### src/rtl/stswi_debounce.sv
// stswi_debounce
// Conditions the raw slide-switch bits ahead of the half-subtractor datapath.
// Each bit is synchronised through a two-flop chain and then debounced by its
// own counter. A debounced bit flips only after its synchronised input has
// differed from it for DB_CYCLES consecutive clock edges.
//
// Ports:
//   clk_50mhz  - system clock; all state updates on its rising edge
//   rst_n      - asynchronous active-low reset; clears all state
//   stswi_raw  - raw asynchronous switch levels (WIDTH bits)
//   stswi_db   - debounced switch levels; bit 0 = operand A, bit 1 = operand B
//   chg_stb    - per-bit one-cycle strobe, high in the cycle stswi_db[i] changes
//   any_chg    - OR of chg_stb, registered one cycle later (display refresh)
module stswi_debounce #(
  parameter int WIDTH     = 2,
  parameter int DB_CYCLES = 500000
) (
  input  logic             clk_50mhz,
  input  logic             rst_n,
  input  logic [WIDTH-1:0] stswi_raw,
  output logic [WIDTH-1:0] stswi_db,
  output logic [WIDTH-1:0] chg_stb,
  output logic             any_chg
);

  localparam int CNT_W = $clog2(DB_CYCLES + 1);
  localparam logic [CNT_W-1:0] CNT_LAST = CNT_W'(DB_CYCLES - 1);

  logic [WIDTH-1:0] sync1;
  logic [WIDTH-1:0] sync2;

  // Two-flop synchroniser; nothing may be placed between the stages.
  always_ff @(posedge clk_50mhz or negedge rst_n) begin
    if (!rst_n) begin
      sync1 <= '0;
      sync2 <= '0;
    end else begin
      sync1 <= stswi_raw;
      sync2 <= sync1;
    end
  end

  // One fully independent debounce channel per switch bit.
  for (genvar g = 0; g < WIDTH; g++) begin : g_chan
    logic [CNT_W-1:0] cnt;

    always_ff @(posedge clk_50mhz or negedge rst_n) begin
      if (!rst_n) begin
        cnt         <= '0;
        stswi_db[g] <= 1'b0;
        chg_stb[g]  <= 1'b0;
      end else if (sync2[g] == stswi_db[g]) begin
        // Any matching cycle discards a partial count.
        cnt        <= '0;
        chg_stb[g] <= 1'b0;
      end else if (cnt == CNT_LAST) begin
        // DB_CYCLES-th consecutive mismatch: accept the new level.
        stswi_db[g] <= sync2[g];
        cnt         <= '0;
        chg_stb[g]  <= 1'b1;
      end else begin
        cnt        <= cnt + 1'b1;
        chg_stb[g] <= 1'b0;
      end
    end
  end

  always_ff @(posedge clk_50mhz or negedge rst_n) begin
    if (!rst_n) begin
      any_chg <= 1'b0;
    end else begin
      any_chg <= |chg_stb;
    end
  end

endmodule

### config.mk
export PLATFORM = sky130hd
export DESIGN_NAME = stswi_debounce
export DESIGN_NICKNAME = d
export VERILOG_FILES = /design/src/rtl/stswi_debounce.sv
export SDC_FILE = /design/constraint.sdc
export NUM_CORES = 1
export LEC_CHECK = 0
export CORE_MARGIN = 3
export CORE_UTILIZATION = 35
export CTS_BUF_LIST = sky130_fd_sc_hd__clkbuf_2 sky130_fd_sc_hd__clkbuf_4 sky130_fd_sc_hd__clkbuf_8
export CTS_CLUSTER_DIAMETER = 200
export DETAILED_ROUTE_END_ITERATION = 8
export PLACE_DENSITY_LB_ADDON = 0.2
export SLEW_MARGIN = 5
export SYNTH_ARGS = -nofsm -noshare
export SYNTH_HDL_FRONTEND = slang
export SYNTH_SLANG_ARGS = --single-unit
### constraint.sdc
create_clock -name clk_50mhz -period 3.83 [get_ports clk_50mhz]
set_input_delay 0.766 -clock clk_50mhz [delete_from_list [all_inputs] [get_ports clk_50mhz]]
set_output_delay 0.766 -clock clk_50mhz [all_outputs]
set_load 0.1 [all_outputs]
==> flow_metrics.tcl, run 1 <==
set metrics [dict create \
    antenna_found_initial 0 \
    rsz0062_at_grt "false" \
    routed_wl_mm 3.95 \
    synth.largest_area_cell "dfrtp_1" \
    synth_seq_cells 47 \
    synth_ff_type "dfrtp_1" \
    clk_latency_ns 0.30 \
    num_io_pins 9 \
    synth_edf_count 0 \
    finalPower_mw 0.877 \
    tritoncts "built" \
    drt_iter0_drc 78 \
    drc_errors 0 \
    die_x_microns 85.4 \
    startpoint_type "flip-flop" \
    cts_buffers 5 \
    async_flop_share 1.00 \
    netlist_area_sq_mm 0.00221 \
    core_sq_mm 0.00603 \
    die_h_microns 85.4 \
    fin_worst_skew_ns 0.00756 \
    start_util 0.366 \
    grt_usage 0.126 \
    final_nets 228 \
    cts_hold_buffers 0 \
    post-route-period-util 0.677 \
    synth.yosys.seq_area_share 0.533 \
    syn_avg_cell_area_sq_um 10.5 \
    wl_per_cell_microns 13.2 \
    final_common_cell "dfrtp_1" \
    drv_cap 0 \
    final_cell_mix "dfrtp_1, nor2_1, xnor2_1" \
    die-area_sq_mm 0.00729 \
    dr.pass1.iters 4 \
    cp_top_family "buffers and inverters" \
    ctsResizeCount 0 \
    synth.distinct_cells 34 \
    gp_congestion 0.739 \
    leakage_nw 0.993 \
    finalHoldViolCount 0 \
    grt_pass1_vias 1558 \
    cts-root-buf "clkbuf_8" \
    area_growth_pct 11.2 \
    path_class "reg2out" \
    grt_start_max_net_pins 48 \
    crit_arrival_ns 1.83 \
    outcome "complete, no violations" \
    path_buf_inv 1 \
    path_cells "clkdlybuf4s50_1" \
    min_period_ns 2.59 \
    overflow 0 \
    fin_setup_tns_ns 0 \
    drive_gt1_frac 0.0852 \
    postLayoutCoreUtil 0.407 \
    portBuffers 8 \
    grt_pass1_wl_mm 7.34 \
    htreeDepth 2 \
    hp-class "reg2reg" \
    power_density_mw_per_mm2 357 \
    max_stage_delay_ns 1.14 \
    dp_hpwl_mm 2.67 \
    syn-num-nets 217 \
    tightest_slew_ns 1.04 \
    clk_pin_slew_worst_paths_ns 0.09 \
    synthTopCellsByArea "dfrtp_1, xnor2_1, nor2_1" \
    max_freq_mhz 385 \
    via_count 1529 \
    hold_depth 0 \
    rows 28 \
    slowest_stage "clkdlybuf4s50_1" \
    cts_setup_buffers 0 \
    viasPerCell 5.13 \
    cp.depth 1 \
    final-setup-viol-count 0 \
    slew-limit-headroom 0.305 \
    path_max_fanout 3 \
    worstPathRequired_ns 3.06 \
    ys_warn_count 0 \
    reg2regPathDepth 5 \
    peakVddDrop_mv 0.131 \
    netlist.area_leader.share 0.533 \
    synthCells 211 \
    drtAntennaViolNets 0 \
    antennaDiodeCount 0 \
    worstSetupEndpointType "output port" \
    cts_max_path_buffers 2 \
    clock-sinks 47 \
    drv_slew 0 \
]
## flip-flops by register name, summed over array words and instances (netlist names)
register and flops:
sync2 2, any_chg 1, stswi_db 2, chg_stb 2, sync1 2, g_chan.cnt 38
## synthesized netlist by cell type (2+ instances only)
| master | count |
|---|---|
| a21oi_1 | 9 |
| and3_1 | 4 |
| and4_1 | 3 |
| buf_2 | 2 |
| dfrtp_1 | 47 |
| ha_1 | 2 |
| inv_1 | 7 |
| mux2_2 | 2 |
| nand2_1 | 10 |
| nand3_1 | 11 |
| nand4_1 | 11 |
| nor2_1 | 33 |
| nor3_1 | 6 |
| nor4_1 | 5 |
| nor4bb_1 | 2 |
| o21ai_0 | 6 |
| o31ai_1 | 2 |
| or3_1 | 6 |
| or4_1 | 2 |
| or4_4 | 2 |
| xnor2_1 | 15 |
| xor2_1 | 12 |
## worst paths after layout
| check | to | slack [ns] | startpoint |
|---|---|---|---|
| hold / removal | sync2[1] | 0.35 | sync1[1] |
| setup / recovery | stswi_db[0] | 1.24 | stswi_db[0] |
| min in group asynchronous | g_chan[0].cnt[18] | 0.64 | rst_n |
| hold reg to reg | sync2[1] | 0.35 | sync1[1] |
| max in group asynchronous | g_chan[1].cnt[5] | 2.54 | rst_n |
| setup reg to reg | g_chan[1].cnt[2] | 1.78 | g_chan[1].cnt[0] |
## stage by stage
step | setup WS, ns | std cells | instance area (sq um) | hold slack [ns]
floorplan | 1.95 | 211 | 2210 | 0.331
global placement | 1.57 | 290 | 2350 | 0.333
detailed placement | 1.55 | 290 | 2350 | 0.337
CTS | 1.22 | 298 | 2450 | 0.356
global route | 1.18 | 298 | 2450 | 0.369
finish | 1.24 | 298 | 2450 | 0.353
## kinds of logic (layout without fill, tap and decap cells)
| family | Yosys count | in the layout | share of synthesized area |
|---|---|---|---|
| AOI/OAI and AO/OA | 20 | 20 | 0.0595 |
| xor gates and xnor gates | 27 | 27 | 0.107 |
| adders and majority gates | 2 | 2 | 0.0113 |
| buffers and inverters | 11 | 23 | 0.0232 |
| DFF | 47 | 47 | 0.533 |
| muxes | 2 | 2 | 0.0102 |
| and+or+nand+nor | 102 | 102 | 0.256 |
## routing by layer
layer / part of all wire / up-vias / global-route usage / wire length (microns)
li1: - / 763 / - / -
met1: 0.52 / 743 / 0.184 / 2050
met2: 0.43 / 15 / 0.180 / 1710
met3: 0.030 / 8 / 0.0262 / 117
met4: 0.017 / 0 / 0.0561 / 66
met5: 0 / - / 0 / 0
## where the power goes
group	total, mW	switching (mW)	internal [mW]
Combinational	0.0305	0.0214	0.00911
Clock	0.336	0.164	0.172
Sequential	0.510	0.00696	0.503
Total	0.877	0.192	0.684
## final cells by class
class,instances,area (sq um)
sequential,47,1180
tap,75,93.8
clock buffer,8,104
timing repair buffer,8,75.1
multi-input combinational,153,980
inverter,7,26.3
fill,609,3570
(Power assumes the default switching activity.)
==> run 2: changes to the inputs <==
- clock period: 3.83 -> 2.2 ns (I/O delays scaled with it)
==> flow_metrics.tcl, run 2 (synthesis gave the netlist of run 1 again) <==
set metrics [dict create \
    outcome "complete, no violations" \
    antennaDiodeCount 0 \
    max_freq_mhz 536 \
    rows 28 \
    top_register "g_chan.cnt" \
    postLayoutCoreUtil 0.412 \
    max_stage_delay_ns 0.57 \
    slowest_stage "or4_4" \
    worstPathRequired_ns 2.43 \
    grt_start_max_net_pins 48 \
    fillers 590 \
    cp_top_family "simple AND/OR/NAND/NOR gates" \
    die_h_microns 85.4 \
    clk_pin_slew_worst_paths_ns 0.09 \
    cts_max_path_buffers 2 \
    drv_cap 0 \
    routed_wl_mm 4.08 \
    grt_pass1_wl_mm 7.54 \
    cts_buffers 5 \
    leakage_nw 1.03 \
    finalHoldViolCount 0 \
    grt_use_met1 0.194 \
    largest_register_ffs 38 \
    grt_pass1_vias 1553 \
    grt_usage 0.129 \
    crit_arrival_ns 2.10 \
    worstSetupEndpointType "flip-flop" \
    final_common_cell "dfrtp_1" \
    path_class "reg2reg" \
    met2_usage 0.180 \
    drt_iter0_drc 123 \
    clk_latency_ns 0.30 \
    overflow 0 \
    grt_busiest_layer "met1" \
    multiInputGateArea_sq_um 980 \
    dp_hpwl_mm 2.70 \
    post-route-period-util 0.848 \
    rrSetupSlack_ns 0.33 \
    final-setup-viol-count 0 \
    drv_slew 0 \
    path_max_fanout 5 \
    cts_hold_buffers 0 \
    ctsResizeCount 0 \
    tightest_slew_ns 0.657 \
    startpoint_type "flip-flop" \
    antenna_found_initial 0 \
    worst_slack_ns 0.334 \
    dr.pass1.iters 4 \
    via_count 1556 \
    htreeDepth 2 \
    path_buf_inv 0 \
    peakVddDrop_mv 0.343 \
    wl_per_cell_microns 13.5 \
    start_util 0.366 \
    min_period_ns 1.87 \
    fin_worst_skew_ns 0.0112 \
    gp_congestion 0.757 \
    viasPerCell 5.15 \
    hp-class "in2async" \
    dp_cells 294 \
    place_ws_ns 0.328 \
    regArea_sq_mm 0.00118 \
    met3_usage 0.0350 \
    cts_setup_buffers 0 \
    path_cells "ha_1 -> nand3_1 -> or4_4 -> or3_1 -> a21oi_1" \
    final_nets 232 \
    die_x_microns 85.4 \
    die-area_sq_mm 0.00729 \
    core_sq_mm 0.00603 \
    power_density_mw_per_mm2 617 \
    num_io_pins 9 \
    area_growth_pct 12.6 \
    portBuffers 8 \
    slew-limit-headroom 0.558 \
    cts-root-buf "clkbuf_8" \
    rsz0062_at_grt "false" \
    drive_gt1_frac 0.123 \
    tritoncts "built" \
    drc_errors 0 \
    final_cell_mix "dfrtp_1, nor2_1, xnor2_1" \
    clock-sinks 47 \
    fin_setup_tns_ns 0 \
    layout.cells.non_filler 302 \
    drtAntennaViolNets 0 \
]
==> run 2: changes by cell type in the layout (fill, tap and decap cells not counted) <==
cell	delta
buf_12	+1
buf_4	+8
clkdlybuf4s50_1	-5
==> run 2: worst paths after layout <==
kind / startpoint / end / cells after the start
max: g_chan[0].cnt[0] / g_chan[0].cnt[18] / 5
min: rst_n / g_chan[0].cnt[17] / 2
max reg2reg: g_chan[0].cnt[0] / g_chan[0].cnt[18] / 5
min reg2reg: sync1[0] / sync2[0] / 0
max in group asynchronous: rst_n / g_chan[1].cnt[15] / 2
min in group clk_50mhz: sync1[0] / sync2[0] / 0
==> run 2: metal layers <==
metal  routed length (microns)  share of wire  vias to the layer above
li1                          -              -                      772
met1                      2210           0.54                      757
met2                      1660           0.41                       22
met3                       162          0.040                        5
met4                        45          0.011                        0
met5                         0              0                        -
==> run 2: layout make-up <==
cell class / instances / share of cell area
Tap cell: 75 / 0.0378
Multi-Input combinational cell: 153 / 0.394
Sequential cell: 47 / 0.473
Inverter: 7 / 0.0106
Clock buffer: 8 / 0.0418
Timing Repair Buffer: 12 / 0.0423
==> run 2: stage by stage <==
step / cell area [sq um] / hold slack, ns / total power [mW]
2_1_floorplan: 2210 / 0.144 / 0.931
6_report: 2480 / 0.0922 / 1.53
3_3_place_gp: 2380 / 0.335 / 0.970
3_5_place_dp: 2380 / 0.336 / 0.970
5_1_grt: 2480 / 0.122 / 1.60
4_1_cts: 2480 / 0.111 / 1.56
==> run 2: where the power goes <==
group          internal, mW  leakage, nW  switching, mW
Sequential            0.876        0.643         0.0120
Combinational        0.0230        0.329         0.0402
Clock                 0.300       0.0549          0.283
Total                  1.20         1.03          0.335
==> run 2: worst reg2reg max path, cell delays in order, from the launching register on <==
cell	delay [ns]
dfrtp_1	0.40
ha_1	0.23
nand3_1	0.15
or4_4	0.57
or3_1	0.31
a21oi_1	0.14
